===== src/rtl/video_pattern_gen.sv =====
// Video timing and test-pattern source: a configurable raster of sync, porch and
// active phases with registered pixel/sync outputs and a per-frame config snapshot.
module video_pattern_gen #(
  parameter int DATA_WIDTH = 8,
  parameter int CNT_WIDTH  = 12,
  parameter int CHK_BIT    = 4
) (
  input  logic                  clk,
  input  logic                  rst_n,
  input  logic                  enable,
  input  logic [CNT_WIDTH-1:0]  h_sync,
  input  logic [CNT_WIDTH-1:0]  h_bp,
  input  logic [CNT_WIDTH-1:0]  h_active,
  input  logic [CNT_WIDTH-1:0]  h_fp,
  input  logic [CNT_WIDTH-1:0]  v_sync,
  input  logic [CNT_WIDTH-1:0]  v_bp,
  input  logic [CNT_WIDTH-1:0]  v_active,
  input  logic [CNT_WIDTH-1:0]  v_fp,
  input  logic [1:0]            pattern_sel,
  input  logic [DATA_WIDTH-1:0] color,
  output logic [DATA_WIDTH-1:0] do_o,
  output logic                  de_o,
  output logic                  hs_o,
  output logic                  vs_o,
  output logic                  frame_done_o,
  output logic                  busy_o
);
  localparam logic [0:0] STATE_IDLE = 1'b0;
  localparam logic [0:0] STATE_RUN  = 1'b1;

  localparam logic [1:0] PH_SYNC = 2'd0;
  localparam logic [1:0] PH_BP   = 2'd1;
  localparam logic [1:0] PH_ACT  = 2'd2;
  localparam logic [1:0] PH_FP   = 2'd3;

  localparam logic [CNT_WIDTH-1:0] ONE = CNT_WIDTH'(1);

  logic [0:0]            state;
  logic [CNT_WIDTH-1:0]  hs_q, hb_q, ha_q, hf_q, vs_q, vb_q, va_q, vf_q;
  logic [1:0]            sel_q;
  logic [DATA_WIDTH-1:0] color_q;
  logic [1:0]            h_ph, v_ph;
  logic [CNT_WIDTH-1:0]  h_cnt, v_cnt;

  logic                  start_ok, load;
  logic [CNT_WIDTH-1:0]  h_len, v_len;
  logic                  h_last, v_last, line_end, frame_end;
  logic [1:0]            h_ph_nxt, v_ph_nxt;
  logic                  hs_c, vs_c, de_c;
  logic [DATA_WIDTH-1:0] pix_c;
  logic [CNT_WIDTH+DATA_WIDTH-1:0] x_ext, y_ext;

  assign start_ok = enable && (h_active != '0) && (v_active != '0);
  // A frame boundary in RUN re-samples the config exactly like the first start.
  assign load     = ((state == STATE_IDLE) || frame_end) && start_ok;

  always_comb begin
    h_len = hs_q;
    case (h_ph)
      PH_BP:   h_len = hb_q;
      PH_ACT:  h_len = ha_q;
      PH_FP:   h_len = hf_q;
      default: h_len = hs_q;
    endcase
    v_len = vs_q;
    case (v_ph)
      PH_BP:   v_len = vb_q;
      PH_ACT:  v_len = va_q;
      PH_FP:   v_len = vf_q;
      default: v_len = vs_q;
    endcase
  end

  // Comparing against len-1 keeps counters within CNT_WIDTH even at max lengths.
  assign h_last    = (h_cnt == h_len - ONE);
  assign v_last    = (v_cnt == v_len - ONE);
  assign line_end  = h_last && ((h_ph == PH_FP) || ((h_ph == PH_ACT) && (hf_q == '0)));
  assign frame_end = (state == STATE_RUN) && line_end && v_last &&
                     ((v_ph == PH_FP) || ((v_ph == PH_ACT) && (vf_q == '0)));

  always_comb begin
    h_ph_nxt = PH_SYNC;
    case (h_ph)
      PH_SYNC: h_ph_nxt = (hb_q != '0) ? PH_BP : PH_ACT;
      PH_BP:   h_ph_nxt = PH_ACT;
      PH_ACT:  h_ph_nxt = (hf_q != '0) ? PH_FP : PH_SYNC;
      default: h_ph_nxt = PH_SYNC;
    endcase
    v_ph_nxt = PH_SYNC;
    case (v_ph)
      PH_SYNC: v_ph_nxt = (vb_q != '0) ? PH_BP : PH_ACT;
      PH_BP:   v_ph_nxt = PH_ACT;
      PH_ACT:  v_ph_nxt = (vf_q != '0) ? PH_FP : PH_SYNC;
      default: v_ph_nxt = PH_SYNC;
    endcase
  end

  assign hs_c  = (h_ph == PH_SYNC);
  assign vs_c  = (v_ph == PH_SYNC);
  assign de_c  = (h_ph == PH_ACT) && (v_ph == PH_ACT);
  assign x_ext = {{DATA_WIDTH{1'b0}}, h_cnt};
  assign y_ext = {{DATA_WIDTH{1'b0}}, v_cnt};

  always_comb begin
    pix_c = '0;
    if (de_c) begin
      case (sel_q)
        2'd0:    pix_c = x_ext[DATA_WIDTH-1:0];
        2'd1:    pix_c = y_ext[DATA_WIDTH-1:0];
        2'd2:    pix_c = (h_cnt[CHK_BIT] ^ v_cnt[CHK_BIT]) ? '1 : '0;
        default: pix_c = color_q;
      endcase
    end
  end

  always_ff @(posedge clk or negedge rst_n) begin
    if (!rst_n) begin
      hs_q <= '0; hb_q <= '0; ha_q <= '0; hf_q <= '0;
      vs_q <= '0; vb_q <= '0; va_q <= '0; vf_q <= '0;
      sel_q <= '0; color_q <= '0;
    end else if (load) begin
      hs_q <= (h_sync == '0) ? ONE : h_sync;
      hb_q <= h_bp; ha_q <= h_active; hf_q <= h_fp;
      vs_q <= (v_sync == '0) ? ONE : v_sync;
      vb_q <= v_bp; va_q <= v_active; vf_q <= v_fp;
      sel_q <= pattern_sel; color_q <= color;
    end
  end

  // Outputs show the raster position the counters held at the previous edge.
  always_ff @(posedge clk or negedge rst_n) begin
    if (!rst_n) begin
      state <= STATE_IDLE;
      h_ph <= PH_SYNC; h_cnt <= '0; v_ph <= PH_SYNC; v_cnt <= '0;
      do_o <= '0; de_o <= 1'b0; hs_o <= 1'b0; vs_o <= 1'b0;
      frame_done_o <= 1'b0; busy_o <= 1'b0;
    end else if (state == STATE_RUN) begin
      do_o <= pix_c; de_o <= de_c; hs_o <= hs_c; vs_o <= vs_c;
      frame_done_o <= frame_end; busy_o <= 1'b1;
      if (h_last) begin
        h_cnt <= '0;
        h_ph  <= h_ph_nxt;
      end else begin
        h_cnt <= h_cnt + ONE;
      end
      if (line_end) begin
        if (v_last) begin
          v_cnt <= '0;
          v_ph  <= v_ph_nxt;
        end else begin
          v_cnt <= v_cnt + ONE;
        end
      end
      if (frame_end && !start_ok) state <= STATE_IDLE;
    end else begin
      do_o <= '0; de_o <= 1'b0; hs_o <= 1'b0; vs_o <= 1'b0;
      frame_done_o <= 1'b0; busy_o <= 1'b0;
      h_ph <= PH_SYNC; h_cnt <= '0; v_ph <= PH_SYNC; v_cnt <= '0;
      if (start_ok) state <= STATE_RUN;
    end
  end
endmodule


===== config.mk =====
export PLATFORM = sky130hd
export DESIGN_NAME = video_pattern_gen
export DESIGN_NICKNAME = d
export VERILOG_FILES = /design/src/rtl/video_pattern_gen.sv
export SDC_FILE = /design/constraint.sdc
export NUM_CORES = 1
export LEC_CHECK = 0
export ABC_AREA = 1
export BUFFER_PORTS_ARGS = -buffer_cell sky130_fd_sc_hd__buf_4
export CORE_MARGIN = 3
export CORE_UTILIZATION = 40
export DETAILED_ROUTE_END_ITERATION = 7
export GPL_TIMING_DRIVEN = 0
export PLACE_DENSITY_LB_ADDON = 0.12
export SLEW_MARGIN = 20
export SYNTH_ARGS = -nofsm -noshare
export SYNTH_HDL_FRONTEND = slang
export SYNTH_SLANG_ARGS = --single-unit

===== constraint.sdc =====
create_clock -name clk -period 3.2 [get_ports clk]
set_input_delay 0.32 -clock clk [delete_from_list [all_inputs] [get_ports clk]]
set_output_delay 0.32 -clock clk [all_outputs]
set_load 0.02 [all_outputs]

==> reports/results.txt, run 1 <==
Unrepaired setup endpoints after global routing -> true
Area occupied by multi-input gates -> 0.00440 mm2
Hold slack -> 120 ps
Vias/cell -> 5.21
Die W -> 151 um
CP max FO -> 10
Die Area -> 0.0228 mm2
WL/cell -> 16.6 um
Worst EP arrival -> 3530 ps
Final ANT Viol Nets -> 0
Slew headroom -> 38.1%
Yosys cell types -> 40
Post-synth top area cell -> dfrtp_1
CTS tree -> done
Syn avg cell area -> 7.25 um2
Setup Skew -> 9.89 ps
Initial antenna violation count -> 0
IO Port Bufs -> 121
Clock transition at the registers of the reported paths -> 60 ps
Commonest cells in the netlist -> 407 x nand2_1, 214 x nand3_1, 148 x dfrtp_1, 79 x nor2_1, 72 x inv_1
CP Capture Type -> flop
DR vias -> 8430
First-pass GRT wire length -> 42.0 mm
Cell row count -> 52
Number of enable flip-flop cells after synthesis -> 0
CP max stage delay -> 370 ps
Register area share after synthesis -> 44.1%
Ys async rst share -> 100%
Total grt overflow -> 0
Synth-to-Final Area Change -> 31.2%
Type of origin of the critical path -> flop
Max Root-Sink Buffers -> 2
Top cell type's share of synthesized area -> 44.1%
Placed cells -> 1551
Hpwl dp -> 20.0 mm
Total of max-cap violations -> 0
TritonCTS buffer count -> 17
Synth warn -> 0
Non-Filler Instances -> 1617
CP Cell Sequence -> buf_6, clkbuf_16, nand3_4, nand3_4, nor2_4, ha_4, nand3_1, nor2_2, nand3_1, nand3_1, nand2_1, nor2_1, nand3_2, nor2_4, nand4_4, nand2_8, nand2_8, buf_12, buf_6, nand2_1, nand2_1
Critical Path RT -> 3520 ps
Final Core Density -> 53.9%
Post-Synthesis Cells -> 1159
Failing checks -> negative setup slack
CTS sink count -> 148
Crit Path Category -> reg -> reg
Pleak -> 5.70 nW
Final WS setup -> -19.1 ps
Worst-skew pair later-pin latency -> 430 ps
Most frequent cell after synthesis -> nand2_1
Period utilization -> 101%
Top post-synthesis cells by area -> dfrtp_1 44%, nand2_1 18%, nand3_1 13%, nor2_1 3.5%, inv_1 3.2%
Vias in the first global route -> 7864
Starting density of the core -> 41.1%
Mapped Area -> 0.00840 mm2
P per Cell Area -> 636 mW/mm2
# fillers -> 2027
Post-route DRC -> 0
Status -> complete, but fails checks
Share of cells above drive strength 1 -> 23.5%
Htree depth -> 4
# IOs -> 122
Max Clock Freq -> 311 MHz
Largest net degree at the start of global routing -> 97
Final WL -> 26.8 mm
Register area -> 0.00371 mm2
Final Critical Period -> 3220 ps
Final setup fails -> 8
Clock root cell -> clkbuf_16
Final #Nets -> 1447
Die Ht -> 151 um
Total track usage -> 23.7%
HP Class -> in -> reg
Worst-margin pin slew -> 918 ps
DRT Pass-1 Iters -> 5
# diodes -> 0
Slew Limit Fails -> 0
Synth Net Count -> 1272
Slowest cell on crit path -> dfrtp_1
Seq cells post-synth -> 148
Number of DRC markers in iteration 0 -> 691
RD Place Congestion -> 0.906
Main flop type after synthesis -> dfrtp_1
Max VDD drop -> 0.439 mV
Core area -> 0.0204 mm2
Final number of hold-violating endpoints -> 0
==> stage by stage <==
step	setup WS [ps]	total power [mW]	setup TNS, ps	area (um2)
after global routing	-210	7.46	-16720	11000
after CTS	0.388	6.78	0	10600
after detailed placement	-443	4.50	-41150	9680
final	-19.1	7.01	-41.2	11000
after global placement	-376	4.46	-34720	9640
after floorplan	328	3.83	0	8400
==> registers in the layout, summed over array words and instances (netlist names), 2 cells and up <==
signal	count
v_ph	2
v_cnt	12
h_cnt	12
ha_q	12
hb_q	12
vs_q	12
hf_q	12
color_q	8
do_o	8
va_q	12
vf_q	12
sel_q	2
h_ph	2
hs_q	12
vb_q	12
==> metal layers <==
layer / wire, um / track usage, % / vias to the layer above / share of wire, %
li1: - / - / 4171 / -
met1: 12800 / 36.0 / 3918 / 48
met2: 11600 / 34.4 / 306 / 43
met3: 1900 / 4.25 / 35 / 7.1
met4: 458 / 6.75 / 0 / 1.7
met5: 0 / 0 / - / 0
==> report_power, final <==
part           leakage (nW)  total (mW)  internal [mW]  switching, mW
combinational          3.49        2.72           1.09           1.63
sequential             1.94        2.29           2.07          0.214
clock                 0.274        2.00           1.16          0.842
==> layout make-up <==
type | count | share of cell area (%)
well taps | 270 | 3.07
repair buffers | 156 | 11.7
clock inverters | 14 | 1.39
flip-flops and latches | 148 | 33.6
plain buffers | 50 | 3.59
inverters | 79 | 2.74
multi-input cells | 882 | 40.0
clock buffers | 18 | 3.90
==> critical path, delay by kind of cell (launching register included) <==
family / cells / cell delay [ps]
and+or+nand+nor: 16 / 1880
adders and majority gates: 1 / 170
DFF: 1 / 370
buffers and inverters: 4 / 640
==> placed cells by master, fill, tap and decap left out, drive strengths merged, types with 2 or more instances in the layout <==
cell	netlist	layout
nand2	411	411
nand3	217	217
buf	25	182
dfrtp	148	148
nor2	93	93
inv	78	82
clkbuf	25	40
o21ai	32	32
nand4	26	26
nor4	21	21
xor2	16	16
a21oi	15	15
or2	11	11
nor3	10	10
o22ai	8	8
clkinv	1	5
clkinvlp	0	4
ha	4	4
nand3b	3	3
o31ai	3	3
nor3b	2	2
a31o	2	2
bufinv	0	2
==> path summary, 6_finish.rpt <==
path	end	cells after the start	from	slack (ps)
max	hb_q[4]	21	h_ph[0]	-20
min	vf_q[3]	3	v_fp[3]	120
max reg2reg	hb_q[4]	21	h_ph[0]	-20
min reg2reg	color_q[3]	2	color_q[3]	470
max in group asynchronous	ha_q[0]	3	rst_n	1980
min in group asynchronous	v_cnt[11]	2	rst_n	390
==> repair_timing <==
| action | 4_1_cts | 5_1_grt |
|---|---|---|
| gates cloned | 1 | 4 |
| endpoints found under the setup margin | 129 | 130 |
| hold endpoints to repair | 52 | 0 |
| resized for setup | 53 | 74 |
| pin swaps | 8 | 24 |
| hold buffers | 1 | 0 |
| buffers inserted | 15 | 14 |
==> cell families after synthesis <==
logic type | share of synthesized area (%)
AO/OA/AOI/OAI | 4.41
XOR/XNOR | 1.77
adder cells (fa/ha/maj) | 0.596
buffers and inverters | 6.75
flip-flops | 44.1
AND/OR/NAND/NOR | 42.4
Power figures use the tool's default switching activity.
==> run 2: changes to the inputs <==
- BUFFER_PORTS_ARGS: -buffer_cell sky130_fd_sc_hd__buf_4 -> -buffer_cell sky130_fd_sc_hd__buf_2
==> reports/results.txt, run 2 (synthesis results as in run 1) <==
Hpwl dp -> 19.8 mm
Die Ht -> 151 um
CTS sink count -> 148
CP max stage delay -> 370 ps
Final setup fails -> 0
Vias/cell -> 5.17
First-pass GRT wire length -> 41.4 mm
Final Critical Period -> 3110 ps
Total track usage -> 23.5%
DR vias -> 8293
Clock transition at the registers of the reported paths -> 70 ps
Slew Limit Fails -> 0
Unrepaired setup endpoints after global routing -> true
Post-route DRC -> 0
Cell row count -> 52
RD Place Congestion -> 0.908
Top delay family on crit path -> simple AND/OR/NAND/NOR gates
Clock root cell -> clkbuf_16
Critical Path RT -> 3510 ps
Status -> finished, final reports clean
Final WS setup -> 88.2 ps
CTS tree -> done
IO Port Bufs -> 121
CP max FO -> 10
Most common cell after layout, fill and taps aside -> nand2_1
Final ANT Viol Nets -> 0
Worst-margin pin slew -> 926 ps
Sum of negative setup slack -> 0 ps
TritonCTS buffer count -> 17
Setup Skew -> 16.1 ps
Period utilization -> 97.2%
# diodes -> 0
CP Capture Type -> flop
Area occupied by multi-input gates -> 0.00446 mm2
Total of max-cap violations -> 0
Crit Path Category -> reg -> reg
Largest net degree at the start of global routing -> 96
Worst EP arrival -> 3420 ps
Worst-skew pair later-pin latency -> 430 ps
Register area -> 0.00371 mm2
Die Area -> 0.0228 mm2
HP Class -> in -> reg
Max VDD drop -> 0.381 mV
# fillers -> 2051
WL/cell -> 16.4 um
# IOs -> 122
Core area -> 0.0204 mm2
Total grt overflow -> 0
Share of cells above drive strength 1 -> 22.7%
CP Cell Sequence -> buf_6, buf_8, nand3_4, nand3_4, nor2_4, ha_4, xor2_1, nand2_1, nor2_1, nand3_1, nor2_1, nand2_1, nor2_2, nand3_2, nor2_4, nand4_4, nand2_8, nand2_8, buf_12, buf_8, nand2_1, nand2_1
Vias in the first global route -> 7681
P per Cell Area -> 663 mW/mm2
Htree depth -> 4
Max Clock Freq -> 321 MHz
Slowest cell on crit path -> dfrtp_1
Slew headroom -> 37.6%
Final number of hold-violating endpoints -> 0
Starting density of the core -> 41.1%
Synth-to-Final Area Change -> 26.9%
Hold slack -> 111 ps
DRT Pass-1 Iters -> 7
Type of origin of the critical path -> flop
Initial antenna violation count -> 0
Most frequent cells in the layout -> 377 x nand2_1, 205 x nand3_1, 146 x dfrtp_1, 128 x buf_2, 71 x nor2_1
Pleak -> 5.54 nW
Crit-path most repeated cell -> nand2_1
Pre-CTS setup slack -> -425 ps
Die W -> 151 um
Final #Nets -> 1434
Max Root-Sink Buffers -> 2
Worst path buffer plus inverter count -> 4
Final WL -> 26.3 mm
Number of DRC markers in iteration 0 -> 630
==> run 2: cell types whose count changed in the layout (fill, tap and decap cells not counted), sizes merged <==
cell,before,now
bufbuf,1,0
clkinv,5,4
bufinv,2,4
buf,182,170
clkinvlp,4,3
==> run 2: metal layers <==
metal | global-route usage, % | vias up | wire (um)
li1 | - | 4147 | -
met5 | 0 | - | 0
met2 | 33.3 | 251 | 11300
met3 | 4.04 | 33 | 1520
met4 | 7.03 | 0 | 556
met1 | 36.4 | 3862 | 13000
==> run 2: worst paths after layout <==
path                       startpoint        to  slack, ps  cells past startpoint
setup / recovery              h_ph[0]   hs_q[2]         90                     22
hold reg to reg               vs_q[9]   vs_q[9]        470                      2
max in group asynchronous       rst_n   h_ph[1]       1940                      3
setup reg to reg              h_ph[0]   hs_q[2]         90                     22
min in group asynchronous       rst_n  v_cnt[9]        400                      2
hold / removal                h_bp[1]   hb_q[1]        110                      3
==> run 2: area by class of cell <==
| cell class | count | share of cell area (%) |
|---|---|---|
| inverter | 79 | 2.85 |
| multi-input combinational | 882 | 41.9 |
| sequential | 148 | 34.8 |
| clock inverter | 14 | 1.88 |
| timing repair buffer | 143 | 7.85 |
| clock buffer | 18 | 4.03 |
| tap | 270 | 3.17 |
| buffer | 50 | 3.57 |
==> run 2: repair_timing <==
item / CTS / global route
cloned: 0 / 1
hold buffers: 1 / 0
gates resized for setup: 36 / 103
pin swaps: 6 / 23
endpoints found under the hold margin: 53 / 0
endpoints found under the setup margin: 128 / 130
buffers inserted: 10 / 9
==> run 2: report_power, final <==
part / total [mW] / internal, mW / switching, mW
sequential: 2.28 / 2.07 / 0.206
combinational: 2.63 / 0.999 / 1.63
clock: 2.16 / 1.32 / 0.840
==> run 2: worst register-to-register path: cells and delay by family, from the launching register on <==
| family | cells | cell delay (ps) |
|---|---|---|
| flops | 1 | 370 |
| fa+ha+maj | 1 | 220 |
| xor+xnor | 1 | 140 |
| buf+inv | 4 | 610 |
| simple gates | 16 | 1680 |
==> run 2: stage by stage <==
step,power [mW],cells,util [%],area (um2)
finish,7.07,1604,52.2,10700
global route,7.52,1604,52.2,10700
CTS,6.78,1594,50.1,10200
detailed placement,4.45,1551,45.9,9380
global placement,4.41,1550,45.7,9340
floorplan,3.83,1159,-,8400
==> run 3: changes to the inputs <==
- CORE_MARGIN: 3 -> default
- SETUP_SLACK_MARGIN: default -> 0.2
- TNS_END_PERCENT: default -> 20
==> reports/results.txt, run 3 (synthesis results as in run 1) <==
Initial antenna violation count -> 0
TritonCTS buffer count -> 17
# IOs -> 122
Die W -> 147 um
Slew Limit Fails -> 0
Hpwl dp -> 19.8 mm
Crit Path Category -> reg -> reg
Total grt overflow -> 0
Final #Nets -> 1435
Number of DRC markers in iteration 0 -> 637
CP Capture Type -> flop
Most common cell after layout, fill and taps aside -> nand2_1
DR vias -> 8364
Slowest cell on crit path -> dfrtp_1
HP Class -> in -> reg
Worst path buffer plus inverter count -> 4
Share of cells above drive strength 1 -> 22.0%
Worst EP arrival -> 3460 ps
Final Core Density -> 51.8%
Max Clock Freq -> 319 MHz
Top delay family on crit path -> simple AND/OR/NAND/NOR gates
Worst-margin pin slew -> 968 ps
Area occupied by multi-input gates -> 0.00442 mm2
Post-Layout Inst Area -> 0.0106 mm2
Worst-skew pair later-pin latency -> 440 ps
Synth-to-Final Area Change -> 26.0%
Die Area -> 0.0216 mm2
Sum of negative setup slack -> 0 ps
IO Port Bufs -> 121
Design Power -> 6.94 mW
Starting density of the core -> 41.1%
Final Critical Period -> 3130 ps
Total track usage -> 25.2%
# diodes -> 0
Post-route DRC -> 0
DRT Pass-1 Iters -> 5
CP max FO -> 8
CTS tree -> done
Cell row count -> 52
Final number of hold-violating endpoints -> 0
Total of max-cap violations -> 0
Unrepaired setup endpoints after global routing -> true
Most frequent cells in the layout -> 394 x nand2_1, 203 x nand3_1, 146 x dfrtp_1, 127 x buf_2
Die Ht -> 147 um
Critical Path RT -> 3530 ps
Max Root-Sink Buffers -> 2
Clock root cell -> clkbuf_16
RD Place Congestion -> 0.904
Type of origin of the critical path -> flop
First-pass GRT wire length -> 42.1 mm
Period utilization -> 97.9%
# fillers -> 2040
CP Cell Sequence -> buf_6, clkbuf_16, nand3_4, nand3_4, nor2_4, ha_4, xor2_1, nand2_1, nor2_1, nand3_1, nor2_1, nand2_1, nor2_1, nand3_2, nor2_4, nand4_4, nand2_8, nand2_8, buf_12, clkbuf_16, nand2_2, nand2_1
CP max stage delay -> 370 ps
Clock transition at the registers of the reported paths -> 70 ps
Slew headroom -> 34.8%
Placed inst area -> 0.00938 mm2
WL/cell -> 16.3 um
Htree depth -> 4
Status -> finished, final reports clean
Final setup fails -> 0
Vias in the first global route -> 7735
Setup Skew -> 8.85 ps
Register area -> 0.00371 mm2
Largest net degree at the start of global routing -> 96
Max VDD drop -> 0.429 mV
Vias/cell -> 5.21
Final ANT Viol Nets -> 0
Core area -> 0.0204 mm2
Pleak -> 5.55 nW
CTS sink count -> 148
Final WL -> 26.2 mm
P per Cell Area -> 656 mW/mm2
run 3: cell count changes in the layout (fill, tap and decap cells not counted), sizes merged:
cell / change
clkinv: -2
clkbuf: +5
bufinv: -3
buf: -4
inv: +7
clkinvlp: -2
run 3: metal layers:
layer	vias to the layer above	wire length, um	part of all wire [%]	GRT usage (%)
met1	3911	13200	50	38.7
met4	0	398	1.5	6.19
met3	28	1480	5.6	3.60
met5	-	0	0	0
met2	272	11100	42	36.9
li1	4153	-	-	-
run 3: final cells by class:
type	count	share of cell area (%)
flip-flops and latches	148	35.0
plain buffers	50	3.78
inverters	79	2.85
repair buffers	144	7.94
multi-input cells	882	41.7
clock buffers	18	4.05
well taps	270	3.19
clock inverters	14	1.44
run 3: metrics by stage:
step / hold WS [ps] / instances / setup slack [ps]
after global placement: 451 / 1550 / -453
after CTS: 94.5 / 1598 / 39.6
after global routing: 114 / 1605 / -76.4
final: 105 / 1605 / 68.4
after detailed placement: 267 / 1551 / -464
after floorplan: 24.4 / 1159 / 328
run 3: timing repair:
item | CTS | global route
gates cloned | 0 | 1
hold buffers | 1 | 0
buffers inserted | 14 | 6
setup endpoints to repair | 132 | 132
endpoints found under the hold margin | 53 | 0
gates resized for setup | 54 | 66
pin swaps | 11 | 18
run 3: worst reg2reg max path: stages, from the launching register on:
cell and delay [ps]:
dfrtp_1 370, buf_6 150, clkbuf_16 170, nand3_4 90, nand3_4 80, nor2_4 130
ha_4 220, xor2_1 140, nand2_1 60, nor2_1 80, nand3_1 80, nor2_1 120
nand2_1 60, nor2_1 110, nand3_2 150, nor2_4 160, nand4_4 160, nand2_8 160
nand2_8 80, buf_12 190, clkbuf_16 160, nand2_2 50, nand2_1 50
run 3: power by group:
part	total, mW	leakage (nW)	internal (mW)	switching [mW]
clock	2.03	0.285	1.11	0.917
sequential	2.27	1.94	2.07	0.201
combinational	2.64	3.32	1.02	1.62
run 3: worst paths after layout:
check / start / end / slack (ps) / cells past startpoint
min in group asynchronous: rst_n / v_cnt[11] / 380 / 2
min reg2reg: color_q[1] / color_q[1] / 470 / 2
max: h_ph[0] / hs_q[5] / 70 / 22
max reg2reg: h_ph[0] / hs_q[5] / 70 / 22
max in group asynchronous: rst_n / hs_q[0] / 2010 / 3
min: h_bp[1] / hb_q[1] / 100 / 3
